$ cat src/rtl/tlb_entry_array_if.sv
// tlb_entry_array_if: lookup, refill, flush and occupancy bundle for the TLB entry array
//    master: drives req_*, refill_* and flush_*; receives resp_* and occupancy
//    slave : the entry array side
interface tlb_entry_array_if #(
   parameter int ENTRIES  = 4,
   parameter int VPN_BITS = 20,
   parameter int PPN_BITS = 20
);
   logic                    req_valid;
   logic [VPN_BITS-1:0]     req_vpn;
   logic                    resp_valid;
   logic                    resp_hit;
   logic [PPN_BITS-1:0]     resp_ppn;
   logic                    resp_u, resp_g, resp_ae, resp_sw, resp_sx, resp_sr, resp_pw;
   logic                    resp_px, resp_pr, resp_pal, resp_paa, resp_eff, resp_c;
   logic                    resp_fragmented_superpage;
   logic                    refill_valid;
   logic [VPN_BITS-1:0]     refill_vpn;
   logic [PPN_BITS-1:0]     refill_ppn;
   logic                    refill_u, refill_g, refill_ae, refill_sw, refill_sx, refill_sr, refill_pw;
   logic                    refill_px, refill_pr, refill_pal, refill_paa, refill_eff, refill_c;
   logic                    refill_fragmented_superpage;
   logic                    flush_valid;
   logic                    flush_all;
   logic [VPN_BITS-1:0]     flush_vpn;
   logic [$clog2(ENTRIES):0] occupancy;
   modport master (
      output req_valid, req_vpn,
      output refill_valid, refill_vpn, refill_ppn,
      output refill_u, refill_g, refill_ae, refill_sw, refill_sx, refill_sr, refill_pw,
      output refill_px, refill_pr, refill_pal, refill_paa, refill_eff, refill_c, refill_fragmented_superpage,
      output flush_valid, flush_all, flush_vpn,
      input  resp_valid, resp_hit, resp_ppn,
      input  resp_u, resp_g, resp_ae, resp_sw, resp_sx, resp_sr, resp_pw,
      input  resp_px, resp_pr, resp_pal, resp_paa, resp_eff, resp_c, resp_fragmented_superpage,
      input  occupancy
   );
   modport slave (
      input  req_valid, req_vpn,
      input  refill_valid, refill_vpn, refill_ppn,
      input  refill_u, refill_g, refill_ae, refill_sw, refill_sx, refill_sr, refill_pw,
      input  refill_px, refill_pr, refill_pal, refill_paa, refill_eff, refill_c, refill_fragmented_superpage,
      input  flush_valid, flush_all, flush_vpn,
      output resp_valid, resp_hit, resp_ppn,
      output resp_u, resp_g, resp_ae, resp_sw, resp_sx, resp_sr, resp_pw,
      output resp_px, resp_pr, resp_pal, resp_paa, resp_eff, resp_c, resp_fragmented_superpage,
      output occupancy
   );
endinterface

$ cat src/rtl/tlb_entry_array.sv
// tlb_entry_array: fully-associative TLB store with registered lookup, refill and SFENCE flush
//    clock : sole clock
//    reset : synchronous active-high
//    bus   : tlb_entry_array_if.slave (lookup request/response, refill, flush, occupancy)
module tlb_entry_array #(
   parameter int ENTRIES  = 4,
   parameter int VPN_BITS = 20,
   parameter int PPN_BITS = 20
) (
   input logic               clock,
   input logic               reset,
   tlb_entry_array_if.slave  bus
);
   localparam int IW = $clog2(ENTRIES);
   localparam int FW = 14;
   logic [ENTRIES-1:0]  r_valid;
   logic [VPN_BITS-1:0] r_vpn   [ENTRIES];
   logic [PPN_BITS-1:0] r_ppn   [ENTRIES];
   logic [FW-1:0]       r_flags [ENTRIES];
   logic [IW-1:0]       r_rr_ptr;
   logic                r_resp_valid;
   logic                r_resp_hit;
   logic [PPN_BITS-1:0] r_resp_ppn;
   logic [FW-1:0]       r_resp_flags;
   logic [ENTRIES-1:0]  w_hit_vec, w_refill_match, w_flush_match;
   logic [PPN_BITS-1:0] w_hit_ppn;
   logic [FW-1:0]       w_hit_flags, w_refill_flags;
   logic [IW-1:0]       w_victim;
   logic                w_use_rr;
   logic [IW:0]         w_occupancy;
   logic                w_write;
   assign w_refill_flags = {bus.refill_u, bus.refill_g, bus.refill_ae, bus.refill_sw, bus.refill_sx,
                            bus.refill_sr, bus.refill_pw, bus.refill_px, bus.refill_pr, bus.refill_pal,
                            bus.refill_paa, bus.refill_eff, bus.refill_c, bus.refill_fragmented_superpage};
   // flush takes priority: a refill in a flush cycle is dropped entirely
   assign w_write = bus.refill_valid && !bus.flush_valid;
   always_comb begin
      w_hit_vec      = '0;
      w_refill_match = '0;
      w_flush_match  = '0;
      w_hit_ppn      = '0;
      w_hit_flags    = '0;
      w_occupancy    = '0;
      w_victim       = r_rr_ptr;
      w_use_rr       = 1'b1;
      // descending scan so the lowest-index invalid entry is the one left in w_victim
      for (int i = ENTRIES-1; i >= 0; i--) begin
         w_hit_vec[i]      = r_valid[i] && r_vpn[i] == bus.req_vpn;
         w_refill_match[i] = r_valid[i] && r_vpn[i] == bus.refill_vpn;
         w_flush_match[i]  = r_valid[i] && r_vpn[i] == bus.flush_vpn;
         // refill never duplicates tags, so OR-ing the single matching entry is a mux
         w_hit_ppn   = w_hit_ppn   | (w_hit_vec[i] ? r_ppn[i]   : '0);
         w_hit_flags = w_hit_flags | (w_hit_vec[i] ? r_flags[i] : '0);
         w_occupancy = w_occupancy + (IW+1)'(r_valid[i]);
         if (!r_valid[i]) begin
            w_victim = IW'(i);
            w_use_rr = 1'b0;
         end
      end
      // an existing entry for the same VPN outranks any free slot
      for (int i = ENTRIES-1; i >= 0; i--) begin
         if (w_refill_match[i]) begin
            w_victim = IW'(i);
            w_use_rr = 1'b0;
         end
      end
   end
   always_ff @(posedge clock) begin
      if (reset) begin
         r_valid      <= '0;
         r_rr_ptr     <= '0;
         r_resp_valid <= 1'b0;
         r_resp_hit   <= 1'b0;
         r_resp_ppn   <= '0;
         r_resp_flags <= '0;
      end else begin
         r_resp_valid <= bus.req_valid;
         r_resp_hit   <= bus.req_valid && |w_hit_vec;
         r_resp_ppn   <= bus.req_valid ? w_hit_ppn : '0;
         r_resp_flags <= bus.req_valid ? w_hit_flags : '0;
         if (bus.flush_valid) begin
            r_valid <= bus.flush_all ? '0 : r_valid & ~w_flush_match;
         end else if (bus.refill_valid) begin
            r_valid[w_victim] <= 1'b1;
            if (w_use_rr) r_rr_ptr <= r_rr_ptr + 1'b1;
         end
      end
   end
   always_ff @(posedge clock) begin
      if (!reset && w_write) begin
         r_vpn[w_victim]   <= bus.refill_vpn;
         r_ppn[w_victim]   <= bus.refill_ppn;
         r_flags[w_victim] <= w_refill_flags;
      end
   end
   assign bus.resp_valid = r_resp_valid;
   assign bus.resp_hit   = r_resp_hit;
   assign bus.resp_ppn   = r_resp_ppn;
   assign {bus.resp_u, bus.resp_g, bus.resp_ae, bus.resp_sw, bus.resp_sx, bus.resp_sr, bus.resp_pw,
           bus.resp_px, bus.resp_pr, bus.resp_pal, bus.resp_paa, bus.resp_eff, bus.resp_c,
           bus.resp_fragmented_superpage} = r_resp_flags;
   assign bus.occupancy  = w_occupancy;
endmodule

$ cat src/flat_wrapper.sv
// flat-port wrapper written by rule: the top's interface ports become plain ports
module tlb_entry_array_flat 
#(
   parameter int ENTRIES  = 4,
   parameter int VPN_BITS = 20,
   parameter int PPN_BITS = 20
)
  (clock, reset, bus_req_valid, bus_req_vpn, bus_refill_valid, bus_refill_vpn, bus_refill_ppn, bus_refill_u, bus_refill_g, bus_refill_ae, bus_refill_sw, bus_refill_sx, bus_refill_sr, bus_refill_pw, bus_refill_px, bus_refill_pr, bus_refill_pal, bus_refill_paa, bus_refill_eff, bus_refill_c, bus_refill_fragmented_superpage, bus_flush_valid, bus_flush_all, bus_flush_vpn, bus_resp_valid, bus_resp_hit, bus_resp_ppn, bus_resp_u, bus_resp_g, bus_resp_ae, bus_resp_sw, bus_resp_sx, bus_resp_sr, bus_resp_pw, bus_resp_px, bus_resp_pr, bus_resp_pal, bus_resp_paa, bus_resp_eff, bus_resp_c, bus_resp_fragmented_superpage, bus_occupancy);
  tlb_entry_array_if #(.ENTRIES(ENTRIES), .VPN_BITS(VPN_BITS), .PPN_BITS(PPN_BITS)) bus_i ();
  input logic clock;
  input logic reset;
  input wire logic [$bits(bus_i.req_valid)-1:0] bus_req_valid;
  input wire logic [$bits(bus_i.req_vpn)-1:0] bus_req_vpn;
  input wire logic [$bits(bus_i.refill_valid)-1:0] bus_refill_valid;
  input wire logic [$bits(bus_i.refill_vpn)-1:0] bus_refill_vpn;
  input wire logic [$bits(bus_i.refill_ppn)-1:0] bus_refill_ppn;
  input wire logic [$bits(bus_i.refill_u)-1:0] bus_refill_u;
  input wire logic [$bits(bus_i.refill_g)-1:0] bus_refill_g;
  input wire logic [$bits(bus_i.refill_ae)-1:0] bus_refill_ae;
  input wire logic [$bits(bus_i.refill_sw)-1:0] bus_refill_sw;
  input wire logic [$bits(bus_i.refill_sx)-1:0] bus_refill_sx;
  input wire logic [$bits(bus_i.refill_sr)-1:0] bus_refill_sr;
  input wire logic [$bits(bus_i.refill_pw)-1:0] bus_refill_pw;
  input wire logic [$bits(bus_i.refill_px)-1:0] bus_refill_px;
  input wire logic [$bits(bus_i.refill_pr)-1:0] bus_refill_pr;
  input wire logic [$bits(bus_i.refill_pal)-1:0] bus_refill_pal;
  input wire logic [$bits(bus_i.refill_paa)-1:0] bus_refill_paa;
  input wire logic [$bits(bus_i.refill_eff)-1:0] bus_refill_eff;
  input wire logic [$bits(bus_i.refill_c)-1:0] bus_refill_c;
  input wire logic [$bits(bus_i.refill_fragmented_superpage)-1:0] bus_refill_fragmented_superpage;
  input wire logic [$bits(bus_i.flush_valid)-1:0] bus_flush_valid;
  input wire logic [$bits(bus_i.flush_all)-1:0] bus_flush_all;
  input wire logic [$bits(bus_i.flush_vpn)-1:0] bus_flush_vpn;
  output wire logic [$bits(bus_i.resp_valid)-1:0] bus_resp_valid;
  output wire logic [$bits(bus_i.resp_hit)-1:0] bus_resp_hit;
  output wire logic [$bits(bus_i.resp_ppn)-1:0] bus_resp_ppn;
  output wire logic [$bits(bus_i.resp_u)-1:0] bus_resp_u;
  output wire logic [$bits(bus_i.resp_g)-1:0] bus_resp_g;
  output wire logic [$bits(bus_i.resp_ae)-1:0] bus_resp_ae;
  output wire logic [$bits(bus_i.resp_sw)-1:0] bus_resp_sw;
  output wire logic [$bits(bus_i.resp_sx)-1:0] bus_resp_sx;
  output wire logic [$bits(bus_i.resp_sr)-1:0] bus_resp_sr;
  output wire logic [$bits(bus_i.resp_pw)-1:0] bus_resp_pw;
  output wire logic [$bits(bus_i.resp_px)-1:0] bus_resp_px;
  output wire logic [$bits(bus_i.resp_pr)-1:0] bus_resp_pr;
  output wire logic [$bits(bus_i.resp_pal)-1:0] bus_resp_pal;
  output wire logic [$bits(bus_i.resp_paa)-1:0] bus_resp_paa;
  output wire logic [$bits(bus_i.resp_eff)-1:0] bus_resp_eff;
  output wire logic [$bits(bus_i.resp_c)-1:0] bus_resp_c;
  output wire logic [$bits(bus_i.resp_fragmented_superpage)-1:0] bus_resp_fragmented_superpage;
  output wire logic [$bits(bus_i.occupancy)-1:0] bus_occupancy;
  assign bus_i.req_valid = bus_req_valid;
  assign bus_i.req_vpn = bus_req_vpn;
  assign bus_i.refill_valid = bus_refill_valid;
  assign bus_i.refill_vpn = bus_refill_vpn;
  assign bus_i.refill_ppn = bus_refill_ppn;
  assign bus_i.refill_u = bus_refill_u;
  assign bus_i.refill_g = bus_refill_g;
  assign bus_i.refill_ae = bus_refill_ae;
  assign bus_i.refill_sw = bus_refill_sw;
  assign bus_i.refill_sx = bus_refill_sx;
  assign bus_i.refill_sr = bus_refill_sr;
  assign bus_i.refill_pw = bus_refill_pw;
  assign bus_i.refill_px = bus_refill_px;
  assign bus_i.refill_pr = bus_refill_pr;
  assign bus_i.refill_pal = bus_refill_pal;
  assign bus_i.refill_paa = bus_refill_paa;
  assign bus_i.refill_eff = bus_refill_eff;
  assign bus_i.refill_c = bus_refill_c;
  assign bus_i.refill_fragmented_superpage = bus_refill_fragmented_superpage;
  assign bus_i.flush_valid = bus_flush_valid;
  assign bus_i.flush_all = bus_flush_all;
  assign bus_i.flush_vpn = bus_flush_vpn;
  assign bus_resp_valid = bus_i.resp_valid;
  assign bus_resp_hit = bus_i.resp_hit;
  assign bus_resp_ppn = bus_i.resp_ppn;
  assign bus_resp_u = bus_i.resp_u;
  assign bus_resp_g = bus_i.resp_g;
  assign bus_resp_ae = bus_i.resp_ae;
  assign bus_resp_sw = bus_i.resp_sw;
  assign bus_resp_sx = bus_i.resp_sx;
  assign bus_resp_sr = bus_i.resp_sr;
  assign bus_resp_pw = bus_i.resp_pw;
  assign bus_resp_px = bus_i.resp_px;
  assign bus_resp_pr = bus_i.resp_pr;
  assign bus_resp_pal = bus_i.resp_pal;
  assign bus_resp_paa = bus_i.resp_paa;
  assign bus_resp_eff = bus_i.resp_eff;
  assign bus_resp_c = bus_i.resp_c;
  assign bus_resp_fragmented_superpage = bus_i.resp_fragmented_superpage;
  assign bus_occupancy = bus_i.occupancy;
  tlb_entry_array #(.ENTRIES(ENTRIES), .VPN_BITS(VPN_BITS), .PPN_BITS(PPN_BITS)) u_core (.clock(clock), .reset(reset), .bus(bus_i));
endmodule
$ cat config.mk
export PLATFORM = sky130hd
export DESIGN_NAME = tlb_entry_array_flat
export DESIGN_NICKNAME = d
export VERILOG_FILES = /design/src/rtl/tlb_entry_array_if.sv /design/src/rtl/tlb_entry_array.sv /design/src/flat_wrapper.sv
export SDC_FILE = /design/constraint.sdc
export NUM_CORES = 1
export LEC_CHECK = 0
export CORE_MARGIN = 4
export CORE_UTILIZATION = 55
export DETAILED_ROUTE_END_ITERATION = 8
export PLACE_DENSITY = 0.76
export SYNTH_ARGS = -nofsm -noshare
export SYNTH_HDL_FRONTEND = slang
export SYNTH_SLANG_ARGS = --single-unit
$ cat constraint.sdc
create_clock -name clock -period 7 [get_ports clock]
set_input_delay 0.7 -clock clock [delete_from_list [all_inputs] [get_ports clock]]
set_output_delay 0.7 -clock clock [all_outputs]
set_load 0.005 [all_outputs]
==> reports/qor.txt <==
Outcome: complete, no violations
Tot GR Track Use: 27.7%
Syn Nets: 875
Cell area power density: 234 nW/um2
RR Startpoint: u_core.r_vpn[0][3]$_DFFE_PP_
Fin Setup TNS: 0 ps
Final Worst Setup Slack: 2820 ps
Die ar.: 23000 um2
Slew HR: 26.7%
WL per Instance: 26.8 um
Worst Reg-to-Reg Cells: 8
TritonCTS clock tree: built
Post-synth EDFFs: 216
Routability Congestion: 1.02
Total number of vias: 7205
Min-delay worst type: flip-flop to flip-flop
Minimum clock period: 4180 ps
Post-synth top area share: 57.0%
Final Slew Violations: 0
Yosys cell types: 40
Resized cells post-CTS: 0
Nets: 1018
Diode count: 0
Crit Path Category: input pin to flip-flop
First-pass iteration count of the detailed router: 6
Startpoint Class: input pin
Hold_ws: 518 ps
Non-Filler Instances: 1205
CP max-delay cell: and3_2
Number of post-CTS setup repair buffers: 0
DRC viols: 0
Post-Synth Adder-Cell Area: 0.396%
CTS max path bufs: 3
Row count: 52
Area leader, netlist: edfxtp_1
Worst reg2reg path endpoint: u_core.r_ppn[1][19]$_DFFE_PP_
Area post-placement: 13000 um2
Complex-gate fraction of the synthesized area: 8.67%
Max stage delay on crit path: 710 ps
Clock Latency Late Sink: 540 ps
Critical Path Start: bus_refill_vpn[18]
Main synth FF type: edfxtp_1
WP data required: 7180 ps
GRT overflow: 0
Post-Synth Simple-Gate Area: 6.45%
WP buf/inv: 2
Worst vdd ir: 244 uV
Yosys warns: 0
Top area cells in the synthesized netlist: edfxtp_1 (57%), xnor2_1 (9.6%), xor2_1 (8.9%)
Pre-CTS setup slack: 2250 ps
Port-buffer cells: 138
Lkg Pwr: 4.30 nW
Largest family of logic cells by synthesized area: XOR/XNOR gates
Crit Path Max Fanout: 31
IO Count: 139
Max cap viols: 0
Setup violators final: 0
Hold Buf Count CTS: 0
H-Tree Depth: 1
Fin crit share: 59.7%
Clock slew at reported path FFs: 60 ps
Post-DP HPWL: 23100 um
Delay-heaviest family, CP: simple AND/OR/NAND/NOR gates
Post-route cell area: 13800 um2
Die Wd: 152 um
R2R setup slack: 3170 ps
Mux share of post-synthesis cell area: 0%
Placed cells: 1157
Worst Path Arrival: 4360 ps
Crit-path cells: clkdlybuf4s50_1 > xor2_1 > nor4_1 > nand4_1 > or2_2 > nand2_1 > or2_1 > and3_2 > buf_4
Area grow syn2layout: 21.8%
Initial Util: 56.0%
Synth Area in XOR/XNOR: 18.5%
Hold Path Origin: u_core.r_rr_ptr[1]$_SDFFE_PP0P_
WHS Path Cells: 2
Worst-margin pin slew: 1100 ps
Routed Antenna Nets: 0
Seq cells post-synth: 258
Die height: 152 um
Gate Count Post-Synth: 772
Unrepaired setup endpoints after global routing: no
CTS buffer count: 26
Largest net degree at the start of global routing: 55
Initial antenna violation count: 0
Syn Std Cell Area: 11400 um2
Core area: 20300 um2
Hold Vio Cnt, Final: 0
Starting DRT DRC Count: 645
Routed WL: 32300 um
CP Capture Type: flip-flop
CTS Root Cell: clkbuf_16
Avg Inst Size Synth: 14.7 um2
Skew final: 15.3 ps
Sequential share of the synthesized area: 64.4%
Most frequent cells in the layout: edfxtp_1 (216), clkdlybuf4s50_1 (138), xnor2_1 (125)
Clock sink total: 258
# fillers: 1453
Share of cells above drive strength 1: 10.1%
First-pass GRT wire length: 46300 um
Fmax: 0.239 GHz
Ys async rst share: 0%
Vias in the first global route: 7195
DR vias/cell: 5.98
Hold EP: u_core.r_rr_ptr[1]$_SDFFE_PP0P_
Commonest non-fill, non-tap cell in the layout: edfxtp_1
per-stage QoR:
| stage | util [%] | power, mW |
|---|---|---|
| after floorplan | - | 1.81 |
| after global placement | 64.1 | 1.94 |
| after detailed placement | 64.1 | 1.94 |
| after CTS | 68.2 | 3.26 |
| after global routing | 68.2 | 3.34 |
| final | 68.2 | 3.24 |
state kept, by name, summed over array words and instances, names as in the netlist:
| register | count |
|---|---|
| u_core.r_ppn | 80 |
| u_core.r_vpn | 80 |
| u_core.r_flags | 56 |
| u_core.bus.resp_ppn | 20 |
| u_core.r_resp_flags | 14 |
| u_core.r_valid | 4 |
| u_core.r_rr_ptr | 2 |
| u_core.bus.resp_hit | 1 |
| u_core.bus.resp_valid | 1 |
cells in the mapped netlist (3+ instances only):
cell type	n
nor3_1	6
a22oi_2	20
nor4_1	33
xor2_1	115
dfxtp_1	42
o21ai_0	4
nand3_1	10
buf_6	3
buf_2	9
nand2b_1	3
nand4_1	33
a21oi_1	22
and3_1	3
xnor2_1	125
nor2_1	5
nor4_4	4
edfxtp_1	216
a22oi_1	48
clkbuf_1	18
nand2_1	7
a21oi_2	17
inv_1	4
routing by layer:
| metal | GRT usage [%] | up-vias | wire (um) |
|---|---|---|---|
| li1 | - | 3186 | - |
| met1 | 41.2 | 3587 | 13900 |
| met2 | 42.6 | 367 | 14800 |
| met3 | 5.00 | 65 | 2760 |
| met4 | 7.10 | 0 | 826 |
| met5 | 0 | - | 0 |
area by class of cell:
type                       count  area [um2]  share of cell area [%]
multi-input combinational    478        3890                    28.1
inverter                       4        15.0                   0.108
tap                          270         338                    2.44
clock inverter                 5        78.8                   0.569
clock buffer                  43         744                    5.38
timing repair buffer         147        1450                    10.5
sequential                   258        7330                    52.9
worst max-delay path by stage:
| stage | endpoint | slack, ps | cells past startpoint |
|---|---|---|---|
| after detailed placement | u_core.r_flags[1][12]$_DFFE_PP_ | 2250 | 9 |
| after global routing | u_core.r_ppn[1][19]$_DFFE_PP_ | 2650 | 9 |
| after CTS | u_core.r_flags[1][7]$_DFFE_PP_ | 2830 | 9 |
| final | u_core.r_ppn[1][19]$_DFFE_PP_ | 2820 | 9 |
| after global placement | u_core.r_flags[1][12]$_DFFE_PP_ | 2300 | 9 |
| after floorplan | u_core.r_flags[2][0]$_DFFE_PP_ | 1430 | 8 |
where the power goes:
group	internal [mW]	leakage (nW)	total, mW	switching (mW)
Sequential	1.68	2.29	1.69	0.0112
Combinational	0.0997	1.61	0.226	0.126
Clock	0.766	0.396	1.32	0.558
cell families after synthesis:
logic type,after synthesis
AO/OA/AOI/OAI,122
XOR/XNOR,240
adder cells (fa/ha/maj),3
buffers and inverters,36
flip-flops,258
AND/OR/NAND/NOR,113
tightest hold or removal path, delay by kind of cell (launching register included):
family / cells / cell delay [ps]
AOI/OAI and AO/OA: 2 / 130
DFF: 1 / 330
No activity file was read; power rests on OpenSTA's default activity.
